## config.mk

```make
export PLATFORM = sky130hd
export DESIGN_NAME = ram_port_controller
export DESIGN_NICKNAME = d
export VERILOG_FILES = /design/src/rtl/ram_port_controller.sv
export SDC_FILE = /design/constraint.sdc
export NUM_CORES = 1
export LEC_CHECK = 0
export CORE_AREA = 4 4 149 151
export CTS_CLUSTER_SIZE = 28
export DETAILED_ROUTE_END_ITERATION = 8
export DIE_AREA = 0 0 153 155
export PLACE_DENSITY = 0.86
export REMOVE_ABC_BUFFERS = 1
export SKIP_CTS_REPAIR_TIMING = 1
export SYNTH_ARGS = -nofsm -noshare
export SYNTH_HDL_FRONTEND = slang
export SYNTH_SLANG_ARGS = --single-unit
```

## constraint.sdc

```tcl
create_clock -name clk -period 2.7 [get_ports clk]
set_input_delay 0.675 -clock clk [delete_from_list [all_inputs] [get_ports clk]]
set_output_delay 0.675 -clock clk [all_outputs]
set_load 0.02 [all_outputs]
```

## src/rtl/ram_port_controller.sv

```systemverilog
// Sequencer that arbitrates fetch and data requests onto one big-endian RAM.
// Ports: clk/reset, if_* fetch port, d_* data port, ram_* RAM pins.
module ram_port_controller #(
    parameter int ADDRESS_SIZE  = 11,
    parameter int MEM_WORD_SIZE = 64,
    parameter int STARVE_LIMIT  = 4
) (
    input  logic                     clk,
    input  logic                     reset,
    input  logic                     if_req,
    input  logic [ADDRESS_SIZE-1:0]  if_addr,
    output logic                     if_done,
    output logic [MEM_WORD_SIZE-1:0] if_rdata,
    output logic                     if_err,
    input  logic                     d_req,
    input  logic                     d_we,
    input  logic [1:0]               d_size,
    input  logic [ADDRESS_SIZE-1:0]  d_addr,
    input  logic [MEM_WORD_SIZE-1:0] d_wdata,
    output logic                     d_done,
    output logic [MEM_WORD_SIZE-1:0] d_rdata,
    output logic                     d_err,
    output logic [ADDRESS_SIZE-1:0]  ram_address,
    output logic                     ram_isReading,
    output logic [MEM_WORD_SIZE-1:0] ram_dataIn,
    input  logic [MEM_WORD_SIZE-1:0] ram_dataOut
);

    localparam int CW = $clog2(STARVE_LIMIT + 1);
    localparam logic [ADDRESS_SIZE:0] SPAN =
        (ADDRESS_SIZE+1)'(1) << ADDRESS_SIZE;
    localparam logic [ADDRESS_SIZE:0] WBYTES =
        (ADDRESS_SIZE+1)'(MEM_WORD_SIZE / 8);

    typedef enum logic [1:0] {
        S_IDLE,
        S_RD,
        S_WR,
        S_RESP
    } state_t;

    state_t                   r_state;
    state_t                   w_next;
    logic [CW-1:0]            r_starve;
    logic                     r_fetch;
    logic [1:0]               r_size;
    logic                     r_we;
    logic [MEM_WORD_SIZE-1:0] r_wdata;
    logic [MEM_WORD_SIZE-1:0] r_rdata;
    logic                     r_err;
    logic [ADDRESS_SIZE-1:0]  r_ram_address;
    logic [MEM_WORD_SIZE-1:0] r_ram_dataIn;

    logic                     w_any;
    logic                     w_grant_if;
    logic [ADDRESS_SIZE-1:0]  w_addr;
    logic [ADDRESS_SIZE:0]    w_end;
    logic                     w_oob;
    logic [7:0]               w_nbits;
    logic [7:0]               w_shift;
    logic [MEM_WORD_SIZE-1:0] w_load;
    logic [MEM_WORD_SIZE-1:0] w_keep;
    logic [MEM_WORD_SIZE-1:0] w_merge;

    // Data normally wins; fetch wins once it has sat through the limit.
    assign w_any      = if_req || d_req;
    assign w_grant_if = if_req && (!d_req || r_starve >= CW'(STARVE_LIMIT));
    assign w_addr     = w_grant_if ? if_addr : d_addr;
    // The RAM always reads a full word, so the check uses the word size.
    assign w_end      = {1'b0, w_addr} + WBYTES;
    assign w_oob      = w_end > SPAN;

    // Big-endian: the addressed bytes sit at the top of the word.
    assign w_nbits = 8'(8) << r_size;
    assign w_shift = 8'(MEM_WORD_SIZE) - w_nbits;
    assign w_load  = ram_dataOut >> w_shift;
    assign w_keep  = {MEM_WORD_SIZE{1'b1}} >> w_nbits;
    assign w_merge = (r_wdata << w_shift) | (ram_dataOut & w_keep);

    always_comb begin
        w_next = r_state;
        unique case (r_state)
            S_IDLE:  if (w_any) w_next = w_oob ? S_RESP : S_RD;
            S_RD:    w_next = r_we ? S_WR : S_RESP;
            S_WR:    w_next = S_RESP;
            S_RESP:  w_next = S_IDLE;
            default: w_next = S_IDLE;
        endcase
    end

    always_ff @(posedge clk) begin
        if (reset) begin
            r_state       <= S_IDLE;
            r_starve      <= '0;
            r_fetch       <= 1'b0;
            r_size        <= '0;
            r_we          <= 1'b0;
            r_wdata       <= '0;
            r_rdata       <= '0;
            r_err         <= 1'b0;
            r_ram_address <= '0;
            r_ram_dataIn  <= '0;
        end else begin
            r_state <= w_next;

            if (!if_req) begin
                r_starve <= '0;
            end else if (r_state == S_IDLE && w_any) begin
                if (w_grant_if)
                    r_starve <= '0;
                else if (r_starve < CW'(STARVE_LIMIT))
                    r_starve <= r_starve + 1'b1;
            end

            if (r_state == S_IDLE && w_any) begin
                r_fetch       <= w_grant_if;
                r_size        <= w_grant_if ? 2'd3 : d_size;
                r_we          <= !w_grant_if && d_we;
                r_wdata       <= d_wdata;
                r_rdata       <= '0;
                r_err         <= w_oob;
                r_ram_address <= w_addr;
            end

            if (r_state == S_RD) begin
                if (r_we) begin
                    r_ram_dataIn <= w_merge;
                    r_rdata      <= '0;
                end else begin
                    r_rdata      <= w_load;
                end
            end
        end
    end

    assign ram_address   = r_ram_address;
    assign ram_dataIn    = r_ram_dataIn;
    assign ram_isReading = (r_state != S_WR);

    assign if_done  = (r_state == S_RESP) && r_fetch;
    assign d_done   = (r_state == S_RESP) && !r_fetch;
    assign if_rdata = if_done ? r_rdata : '0;
    assign d_rdata  = d_done ? r_rdata : '0;
    assign if_err   = if_done && r_err;
    assign d_err    = d_done && r_err;

endmodule

```

==> run summary, run 1 <==
run status: finished with violations
violations in the final reports: negative setup slack
core box area: 20800 sq um
worst hold start: ram_dataIn[62]
count of mapped cells out of synthesis: 1223
Worst Setup Slack post-DPL: 0.251 ns
largest area contributor in the synthesized netlist: sky130_fd_sc_hd__dfxtp_1
sequential-to-total area share from yosys stat: 42.4%
total gr overflow: 0
post-detailed-route via-to-cell ratio: 5.73
basic-gate share of the synthesized area counting and, or, nand and nor cells: 25.8%
clock tree from TritonCTS: built
half-perimeter wire length after placement: 25.3 mm
number of warnings issued by yosys: 0
Clock Skew: 0.00768 ns
post-placement cell count: 1784
Worst-Skew Late Latency: 0.51 ns
CTS H-Tree Depth: 1
most frequent standard cell in the layout excluding fill and tap cells: sky130_fd_sc_hd__clkdlybuf4s50_1
maximum ir drop on the vdd rail: 508 uV
residual antenna-violating net count after detailed routing: 0
register-to-register setup slack: 0.68 ns
max-capacitance violation count: 0
site row count: 53
maximum number of pins on one net before global-route repair: 80
count of pins on the block boundary: 365
library cells used by synthesis: 34
number of global-route vias before repair: 10144
Hold Fails Final Rpt: 0
most crowded layer after global routing: met2
slew of the pin with the lowest slew margin: 0.886 ns
detailed-route wire length per cell: 19.9 um
unrepaired setup endpoints after global routing: true
layout filler cell count: 1548
Crit Path Class: flop to output pin
post-route cell area: 14900 sq um
clk slew on worst S/H paths: 0.06 ns
final RePlAce weighted congestion: 0.834
worst hold-check path type: flop to flop
critical path arrival: 2.29 ns
area of the die: 23700 sq um
Worst Hold End: ram_dataIn[62]
number of sinks handled by clock tree synthesis: 213
worst slew margin relative to its limit: 40.7%
number of buffers added on ports: 364
PnR Total Power: 8.95 mW
PD cells: 600 nW/um^2
Post-Route WL: 36.3 mm
cell depth of the worst flop-to-flop path: 6
reg-to-reg startpoint: r_state[0]
fraction of synthesized area in multiplexers: 10.0%
Final Util: 71.7%
top cells by area in the synthesized netlist: sky130_fd_sc_hd__dfxtp_1 (42%), sky130_fd_sc_hd__nand2_1 (8.3%), sky130_fd_sc_hd__a21oi_1 (6.0%)
type of destination of the critical path: output pin
Tot GR Track Use: 28.6%
first-pass iteration count of the detailed router: 5
met2 Resource Use GR: 49.4%
capture instance of the worst register-to-register path: r_wdata[29]
proportion of layout cells with a drive suffix above 1: 8.14%
wire length of the first global-routing pass: 55.5 mm
share of the synthesized area in the top cell type: 42.4%
maximum count of clock buffers along a single path: 3
number of vias in the routed layout: 10453
DRC Markers: 0
met1 Track Usage GR: 34.2%
# nets final: 1697
number of cells traversed by the worst hold path: 2
fraction of the cycle the final worst path needs: 110%
Die Span X: 153 um
cell leakage power: 6.84 nW
met3 capacity usage during global routing: 7.51%
crit-path max FO: 29
commonest cells after routing, fill and taps aside: sky130_fd_sc_hd__clkdlybuf4s50_1 (297), sky130_fd_sc_hd__nand2_1 (221), sky130_fd_sc_hd__dfxtp_1 (210), sky130_fd_sc_hd__nor2_1 (160), sky130_fd_sc_hd__a21oi_1 (120)
cell at the root of the clock tree: sky130_fd_sc_hd__clkbuf_16
Initial Util: 48.3%
DRC marker count from the first detailed-route iteration: 645
total of flip-flops plus latches after synthesis: 213
initial antenna violation count: 1
vertical die dimension: 155 um
slack of the critical path: -0.262 ns
endpoint required time on the critical path: 2.03 ns
DP Area: 14000 sq um
area share of fa/ha/maj cells after synthesis: 0.747%
xor/xnor cell area share of the yosys netlist: 0%
startpoint kind of the worst setup timing path: flop
compound-gate portion of the synthesized area: 15.5%
Synth Cell Area: 10000 sq um
area grow syn2layout: 48.6%
number of buffers added by the clock tree synthesis step: 23
Mean Syn Cell Area: 8.22 sq um
number of endpoints failing setup at the final stage: 66
number of cells in the finished layout apart from fillers: 1823
maximum operating frequency: 338 MHz
Period minus WS final: 2.96 ns
number of pins with negative max-slew slack in the final report: 0
largest family of logic cells by synthesized area: simple AND/OR/NAND/NOR gates
-- layer usage --
metal | up-vias | share of wire [%]
met5 | - | 0
met4 | 0 | 4.0
met3 | 91 | 9.6
met2 | 547 | 48
met1 | 4954 | 38
li1 | 4861 | -
-- worst max-delay path by stage --
stage / from / end / slack [ns] / cells past startpoint
floorplan: r_state[0] / r_rdata[0] / -2.72 / 6
detailed placement: r_state[1] / d_rdata[60] / 0.25 / 5
global placement: d_req / r_state[1] / 0.31 / 7
finish: r_state[1] / if_rdata[32] / -0.26 / 4
CTS: r_state[1] / d_rdata[60] / -0.30 / 5
global route: r_state[0] / if_rdata[41] / -0.33 / 4
-- report_power, final --
group          switching [mW]  internal [mW]  total [mW]
Sequential              0.254           3.40        3.66
Clock                    1.27           1.82        3.08
Combinational            1.25          0.961        2.21
Total                    2.77           6.18        8.95
-- synthesized netlist by cell type, drive strengths merged --
master / instances
or4: 1
a22o: 8
a31oi: 2
mux2i: 33
nor3: 3
mux4: 24
buf: 53
a311oi: 39
nand2b: 4
a22oi: 48
ha: 6
clkbuf: 64
nand3: 35
nor4: 1
mux2: 12
inv: 3
and2: 68
a221oi: 2
and3: 66
nand2: 223
nand3b: 1
nand4: 4
a21oi: 120
dfxtp: 213
nor2b: 7
nor2: 161
o21ai: 6
a211oi: 16
-- cell type report --
class | count | area (sq um) | area share, %
Antenna cell | 1 | 2.50 | 0.0168
Clock buffer | 32 | 669 | 4.48
Clock inverter | 6 | 63.8 | 0.428
Inverter | 3 | 11.3 | 0.0754
Multi-Input combinational cell | 890 | 5270 | 35.3
Sequential cell | 213 | 4270 | 28.6
Tap cell | 275 | 344 | 2.31
Timing Repair Buffer | 403 | 4290 | 28.7
-- sequential cells by signal (all words and copies together) (netlist names) --
register     flops
r_rdata         64
r_wdata         64
ram_dataIn      64
ram_address     11
r_starve         3
r_size           2
r_state          2
r_err            1
r_fetch          1
r_we             1
-- cells by family after synthesis --
family	after synthesis
simple gates	574
fa+ha+maj	6
compound gates	241
mux	69
flops	213
buf+inv	120
-- worst max-delay path, stage by stage (launching register included) --
cell and delay [ns]:
sky130_fd_sc_hd__dfxtp_1 0.38, sky130_fd_sc_hd__ha_2 0.22, sky130_fd_sc_hd__buf_4 0.29, sky130_fd_sc_hd__and3_1 0.22, sky130_fd_sc_hd__clkdlybuf4s50_1 0.64
-- metrics by stage --
stage               setup TNS, ns  hold slack, ns
finish                     -14.26           0.454
global route               -18.35           0.472
CTS                        -29.92           0.455
detailed placement              0           0.447
global placement                0           0.439
floorplan                 -524.46           0.427
No activity file was read; power rests on OpenSTA's default activity.
==> inputs of run 2 (changes only) <==
==> constraint.sdc (replaced) <==
create_clock -name clk -period 2.7 [get_ports clk]
set_input_delay 0.81 -clock clk [delete_from_list [all_inputs] [get_ports clk]]
set_output_delay 0.81 -clock clk [all_outputs]
set_load 0.02 [all_outputs]
==> run 2 against run 1 <==
Compared with the run above: the flow now finishes without violations; die area unchanged; first-iteration DRC count decreased by 4.8%; clock skew is 0.0022 ns higher; maximum frequency is 11% higher; final area up 0.34%; cell count fell by 0.22%; sequential cell count stayed put; non-clock buffer count shrank 5.
==> run summary, run 2 (synthesized netlist as in run 1, its figures left out) <==
most crowded layer after global routing: met2
total gr overflow: 0 (unchanged)
DP Area: 14000 sq um (-0.27%)
post-detailed-route via-to-cell ratio: 5.72 (-0.16%)
PD cells: 615 nW/um^2 (+2.6%)
cell depth of the worst flop-to-flop path: 6 (unchanged)
Worst Hold End: r_wdata[54]
first-pass iteration count of the detailed router: 7 (+2)
number of pins with negative max-slew slack in the final report: 0 (unchanged)
maximum operating frequency: 376 MHz (+11%)
number of buffers added by the clock tree synthesis step: 23 (unchanged)
crit-path max FO: 38 (+31%)
setup total negative slack: 0 ns (+14.26 ns)
wire length of the first global-routing pass: 55.8 mm (+0.43%)
relative contribution of combinational cells to total power: 24.2% (-0.5 points)
site row count: 53 (unchanged)
endpoint required time on the critical path: 1.89 ns (-0.14 ns)
worst slew margin relative to its limit: 43.4% (+2.7 points)
number of antenna cells inserted: 0 (-1)
number of cells traversed by the worst hold path: 2 (unchanged)
initial antenna violation count: 1 (unchanged)
vertical die dimension: 155 um (unchanged)
capture instance of the worst register-to-register path: ram_address[2]
area of the die: 23700 sq um (unchanged)
worst hold-check path type: flop to flop
number of sinks handled by clock tree synthesis: 213 (unchanged)
area of combinational cells with multiple inputs: 5280 sq um (+0.19%)
Die Span X: 153 um (unchanged)
fraction of the cycle the final worst path needs: 98.4% (-11 points)
Clock Skew: 0.00993 ns (+0.00224 ns)
cell leakage power: 7.70 nW (+13%)
met2 Resource Use GR: 50.5% (+1.1 points)
slack of the critical path: 0.0420 ns (+0.304 ns)
layout filler cell count: 1563 (+0.97%)
startpoint kind of the worst setup timing path: flop
maximum ir drop on the vdd rail: 578 uV (+14%)
clock tree from TritonCTS: built
worst hold slack across all endpoints: 0.454 ns (+0.0000950 ns)
half-perimeter wire length after placement: 25.3 mm (-0.20%)
register-to-register setup slack: 0.63 ns (-0.05 ns)
# nets final: 1692 (-0.29%)
Tot GR Track Use: 28.9% (+0.25 points)
maximum number of pins on one net before global-route repair: 68 (-15%)
CTS H-Tree Depth: 1 (unchanged)
number of global-route vias before repair: 10220 (+0.75%)
max-capacitance violation count: 0 (unchanged)
number of endpoints failing setup at the final stage: 0 (-100%)
post-route cell area: 15000 sq um (+0.34%)
Initial Util: 48.3% (unchanged)
number of buffers added on ports: 364 (unchanged)
type of destination of the critical path: output pin
Worst Setup Slack post-DPL: 0.106 ns (-0.145 ns)
maximum count of clock buffers along a single path: 3 (unchanged)
met1 Track Usage GR: 34.5% (+0.39 points)
Period minus WS final: 2.66 ns (-0.304 ns)
clk slew on worst S/H paths: 0.06 ns (about the same)
commonest cells after routing, fill and taps aside: sky130_fd_sc_hd__clkdlybuf4s50_1 (231), sky130_fd_sc_hd__nand2_1 (221), sky130_fd_sc_hd__dfxtp_1 (208), sky130_fd_sc_hd__nor2_1 (160), sky130_fd_sc_hd__a21oi_1 (120)
Worst-Skew Late Latency: 0.50 ns (about the same)
cells along the critical path: ha_4 > nor2b_4 > buf_12 > and2_1 > dlymetal6s2s_1
Post-Route WL: 36.8 mm (+1.3%)
area taken by flip-flops and latches: 4280 sq um (about the same)
number of vias in the routed layout: 10413 (-0.38%)
worst hold start: r_wdata[54]
DRC Markers: 0 (unchanged)
crit path max-delay cell type: sky130_fd_sc_hd__dfxtp_2
Crit path largest cell delay: 0.38 ns (-0.26 ns)
final RePlAce weighted congestion: 0.856 (+2.6%)
Hold Fails Final Rpt: 0 (unchanged)
fraction of power consumed by sequential logic: 39.8% (-1.1 points)
slew of the pin with the lowest slew margin: 0.846 ns (-0.0402 ns)
met3 capacity usage during global routing: 6.68% (-0.83 points)
Clock Power Share: 36.0% (+1.6 points)
area grow syn2layout: 49.1%
Crit Path Class: flop to output pin
DRC marker count from the first detailed-route iteration: 614 (-4.8%)
residual antenna-violating net count after detailed routing: 0 (unchanged)
core box area: 20800 sq um (unchanged)
detailed-route wire length per cell: 20.2 um (+1.5%)
switching pwr: 2.77 mW (+0.25%)
proportion of layout cells with a drive suffix above 1: 9.39% (+1.2 points)
run status: finished clean
count of pins on the block boundary: 365 (unchanged)
Internal Power: 6.44 mW (+4.1%)
critical path arrival: 1.85 ns (-0.44 ns)
cell at the root of the clock tree: sky130_fd_sc_hd__clkbuf_16
Switching Fraction: 30.1% (-0.80 points)
most frequent standard cell in the layout excluding fill and tap cells: sky130_fd_sc_hd__clkdlybuf4s50_1
reg-to-reg startpoint: r_state[0]
run 2: changes by cell type in the layout (fill, tap and decap cells not counted), sizes merged:
cell           delta
clkbuf           +22
bufinv            +3
dlymetal6s2s     +44
diode             -1
inv               -2
clkdlybuf4s50    -66
buf               -5
clkinv            +1
run 2: worst max-delay path by stage:
stage                     from          end  cells after the start
CTS                 r_state[1]  d_rdata[13]                      5
global placement    r_state[1]   d_rdata[3]                      5
floorplan               if_req   r_rdata[0]                      5
finish              r_state[1]   d_rdata[7]                      5
detailed placement  r_state[1]  d_rdata[13]                      5
global route        r_state[1]   d_rdata[2]                      5
run 2: metrics by stage:
step | power (mW) | util [%] | instances
final | 9.21 | 71.9 | 1819
after CTS | 9.24 | 71.0 | 1819
after global placement | 5.86 | 67.2 | 1779
after floorplan | 4.85 | - | 1106
after detailed placement | 5.92 | 67.2 | 1779
after global routing | 9.63 | 71.9 | 1819
run 2: critical path, delay by kind of cell (launching register included):
kind,cells,cell delay [ns]
fa+ha+maj,1,0.17
buf+inv,2,0.42
simple gates,2,0.37
flops,1,0.38
run 2: power groups by stage:
stage                     sequential (mW)  combinational [mW]  clock (mW)
after global routing                 3.70                2.41        3.53
after floorplan                      3.82                1.03           0
after detailed placement             3.72                2.20           0
final                                3.66                2.23        3.32
after CTS                            3.65                2.22        3.37
after global placement               3.71                2.15           0
run 2: area by class of cell:
class	instances	share of cell area, %
Clock buffer	32	4.34
Clock inverter	8	0.986
Inverter	3	0.0752
Multi-Input combinational cell	890	35.3
Sequential cell	213	28.5
Tap cell	275	2.30
Timing Repair Buffer	398	28.5
run 2: routing by layer:
metal / vias up / wire length [um] / part of all wire [%]
met5: - / 13 / 0.035
met2: 512 / 18100 / 49
met1: 4945 / 14000 / 38
li1: 4858 / - / -
met4: 2 / 1460 / 4.0
met3: 96 / 3220 / 8.8
